$ cat config.mk
export PLATFORM = sky130hd
export DESIGN_NAME = twos_to_signmag_serial
export DESIGN_NICKNAME = d
export VERILOG_FILES = /design/src/rtl/twos_to_signmag_serial.sv
export SDC_FILE = /design/constraint.sdc
export NUM_CORES = 1
export LEC_CHECK = 0
export ABC_CLOCK_PERIOD_IN_PS = 2600
export CAP_MARGIN = 25
export CELL_PAD_IN_SITES_DETAIL_PLACEMENT = 0
export CELL_PAD_IN_SITES_GLOBAL_PLACEMENT = 1
export CORE_ASPECT_RATIO = 1.1
export CORE_MARGIN = 8
export CORE_UTILIZATION = 30
export CTS_BUF_LIST = sky130_fd_sc_hd__clkbuf_8
export DETAILED_ROUTE_END_ITERATION = 6
export PLACE_DENSITY_LB_ADDON = 0.1
export SLEW_MARGIN = 30
export SYNTH_ARGS = -nofsm -noshare
export SYNTH_HDL_FRONTEND = slang
export SYNTH_SLANG_ARGS = --single-unit
$ cat constraint.sdc
create_clock -name clk -period 2.6 [get_ports clk]
set_input_delay 0.26 -clock clk [delete_from_list [all_inputs] [get_ports clk]]
set_output_delay 0.26 -clock clk [all_outputs]
set_load 0.05 [all_outputs]
$ cat src/rtl/twos_to_signmag_serial.sv
`default_nettype none
// ============================================================================
// Module   : twos_to_signmag_serial
// Function : Bit-serial two's-complement to sign/magnitude converter (LSB first)
// Revision : 1.0
// ============================================================================
module twos_to_signmag_serial #(
  parameter int W = 32
) (
  input  logic         clk,
  input  logic         rst_n,
  input  logic         in_valid,
  output logic         in_ready,
  input  logic [W-1:0] A,
  output logic         out_valid,
  input  logic         out_ready,
  output logic         S,
  output logic [W-1:0] M,
  output logic         busy
);

  localparam int CW = $clog2(W + 1);
  localparam logic [CW-1:0] LAST = CW'(W - 1);

  typedef enum logic [1:0] {
    IDLE = 2'd0,
    CONV = 2'd1,
    DONE = 2'd2
  } state_t;

  state_t         state;
  state_t         state_nxt;
  logic [W-1:0]   shreg;
  logic [CW-1:0]  cnt;
  logic           seen_one;
  logic           accept;
  logic           deliver;
  logic           out_bit;

  assign in_ready  = (state == IDLE);
  assign busy      = (state == CONV);
  assign out_valid = (state == DONE);
  assign accept    = in_valid && in_ready;
  assign deliver   = out_valid && out_ready;

  // Negative operands: copy up to and including the first 1, invert the rest.
  assign out_bit = shreg[0] ^ (S & seen_one);

  always_ff @(posedge clk or negedge rst_n) begin
    if (!rst_n) begin
      state <= IDLE;
    end else begin
      state <= state_nxt;
    end
  end

  always_comb begin
    state_nxt = state;
    case (state)
      IDLE:    if (accept) state_nxt = CONV;
      CONV:    if (cnt == LAST) state_nxt = DONE;
      DONE:    if (deliver) state_nxt = IDLE;
      default: state_nxt = IDLE;
    endcase
  end

  always_ff @(posedge clk or negedge rst_n) begin
    if (!rst_n) begin
      shreg    <= '0;
      cnt      <= '0;
      seen_one <= 1'b0;
      S        <= 1'b0;
      M        <= '0;
    end else if (accept) begin
      shreg    <= A;
      S        <= A[W-1];
      cnt      <= '0;
      seen_one <= 1'b0;
    end else if (state == CONV) begin
      shreg    <= shreg >> 1;
      M        <= {out_bit, M[W-1:1]};
      seen_one <= seen_one | shreg[0];
      cnt      <= cnt + CW'(1);
    end
  end

endmodule
`default_nettype wire

==> impl_metrics.yaml <==
setup_path:
  crit_arrival_ns: 1.89
  max_stage_delay_ns: 0.80
  reg2reg_slack_ns: 1.04
  critPathKind: "flip-flop to output port"
  r2r-end: "shreg[30]"
  worstPathMaxFanout: 13
  path_cells: "buf_4 > nor2_1 > clkdlybuf4s50_1"
  worst_path_max_delay_cell: "clkdlybuf4s50_1"
  crit_required_ns: 2.34
  ff2ff_path_depth: 5
  crit_path_end_kind: "output port"
  regToRegStartpoint: "state[1]"
  start_kind: "flip-flop"
logic_synthesis:
  synth_ff_type: "dfrtp_1"
  synth_edf_count: 0
  netlist_area_um2: 3190
  syn_nets: 366
  yosysWarnings: 0
  syn_avg_cell_area_um2: 9.71
  ys_ff_latch: 74
  synth_cells: 329
  netlist_top_cells_area: "dfrtp_1 (58%), nand2_1 (16%), o21ai_1 (5.5%), a22oi_1 (4.9%), a22oi_2 (3.9%)"
  seq_area_frac_synth_pct: 58.0
  yosysTopAreaCellShare_pct: 58.0
  synth_largest_area_cell: "dfrtp_1"
  ys_async_sr_fraction_pct: 100
  synth_cell_types: 29
timing:
  rsz0062_at_grt: "false"
  hold_viol: 0
  fin_crit_ns: 2.15
  maxSlewViolCount: 0
  fin_worst_skew_ns: 0.0122
  post-route-period-util_pct: 82.6
  setup-tns-final_ns: 0
  timing.hold.ws_ns: 0.476
  max_freq_mhz: 465
  setup_viol: 0
  worstMarginPinSlew_ns: 0.710
  slew_headroom_pct: 52.7
clock_tree:
  htree_num_levels: 3
  clock_path_buffers: 2
  root_buffer: "clkbuf_8"
  tritoncts: "built"
  clock_sinks: 74
  cts_made_buffers: 9
  clkTransAtPathRegs_ns: 0.08
  worstSkewPairLatency_ns: 0.34
  postCtsSetupBuffers: 0
global_routing:
  grt_pass1_wl_um: 13000
  track_usage_pct: 11.4
  grt_pass1_vias: 2632
  antenna_found_initial: 0
  gr-total-overflow: 0
  grt_max_degree: 75
die:
  row_count: 39
  coreArea_um2: 10400
  ios: 72
  die_h_um: 124
  initial_utilization_pct: 30.7
  die_area_um2: 14200
  die_w_um: 114
job:
  max-cap-violations: 0
placement:
  io_buffers: 71
  dp_hpwl_um: 5010
  place_inst: 530
  place_area_um2: 4010
  place_congestion: 0.681
routing:
  first_iter_violations: 150
  ant_nets: 0
  vias_per_cell: 4.59
  first_pass_iters: 6
  wl_per_cell_um: 14.1
  vias: 2512
  drc: 0
  wl_um: 7720
layout:
  final_common_cell: "nand2_1"
  num-nets-final: 436
  num_antenna_cells: 0
  mostFrequentLayoutCells: "nand2_1 (132), dfrtp_1 (74), clkdlybuf4s50_1 (68), o21ai_1 (35), a22oi_1 (21)"
  drive_above_1_share_pct: 10.4
  layout.cells.non_filler: 547
  design_area_um2: 4240
  fill_cells: 1079
  syn_to_final_growth_pct: 32.9
power:
  p_per_area_nw_per_um2: 1260
  p_leak_nw: 1.88
  ir_drop_v: 0.000422
outcome:
  status: "finished clean"
worst_hold_path:
  hold_path_class: "input pin to asynchronous set/reset pin"
## where the power goes
part | internal, mW | leakage [nW] | switching (mW)
combinational | 0.855 | 0.813 | 1.58
sequential | 1.62 | 0.950 | 0.337
clock | 0.560 | 0.113 | 0.417
total | 3.03 | 1.88 | 2.33
## cell type report
type,instances,area (µm²),area share [%]
inverter,2,7.51,0.177
clock buffer,10,138,3.24
multi-input combinational,232,1200,28.2
timing repair buffer,80,790,18.6
sequential,74,1850,43.6
clock inverter,6,81.3,1.92
tap,143,179,4.22
## cells in the mapped netlist (2+ instances only)
cell type and number:
nand2_1 132, dfrtp_1 74, o21ai_1 35, a22oi_1 21, a22oi_2 10, buf_4 9, buf_2 7, nor2b_1 6
a21oi_1 5, nand3_1 4, clkbuf_1 3, nor2_1 3, a22o_1 2, nor3_1 2, xor2_1 2
## worst max path at each step
stage,slack (ns),cells after the start,endpoint,startpoint
final,0.45,3,in_ready,state[0]
after detailed placement,0.79,4,busy,state[1]
after global routing,0.33,4,busy,state[1]
after floorplan,0.89,3,in_ready,state[0]
after CTS,0.41,4,busy,state[1]
after global placement,0.80,3,in_ready,state[0]
## critical path, delay by kind of cell (launching register included)
kind | cells | cell delay (ns)
AND/OR/NAND/NOR | 1 | 0.11
flip-flops | 1 | 0.42
buffers and inverters | 2 | 1.02
## flip-flops by register name, indices dropped and copies added (netlist names)
signal,cells
S,1
shreg,32
M,32
cnt,6
seen_one,1
state,2
## repair_timing
item | 4_1_cts | 5_1_grt
resized for setup | 0 | 0
hold buffers | 1 | 0
endpoints found under the hold margin | 74 | 0
## kinds of logic (layout without fill, tap and decap cells)
logic type | count (synthesis) | count (layout) | synth area share [%]
and+or+nand+nor | 151 | 151 | 19.2
adders and majority gates | 1 | 1 | 0.392
DFF | 74 | 74 | 58.0
buffers and inverters | 23 | 98 | 4.62
muxes | 3 | 3 | 1.02
AOI/OAI and AO/OA | 75 | 75 | 16.2
xor gates and xnor gates | 2 | 2 | 0.549
## per-layer routing
layer	vias to the layer above	part of all wire (%)	track usage (%)
met5	-	0	0
met4	0	1.5	5.33
met3	10	5.8	3.20
met2	71	45	17.7
met1	1197	48	14.1
li1	1234	-	-
## stage by stage
step	utilization [%]	total power, mW	setup slack [ns]
detailed placement	38.6	4.46	0.795
floorplan	-	3.66	0.892
CTS	40.8	5.46	0.410
finish	40.8	5.37	0.451
global placement	38.6	4.43	0.795
global route	40.8	5.73	0.332
No activity file was read; power rests on OpenSTA's default activity.
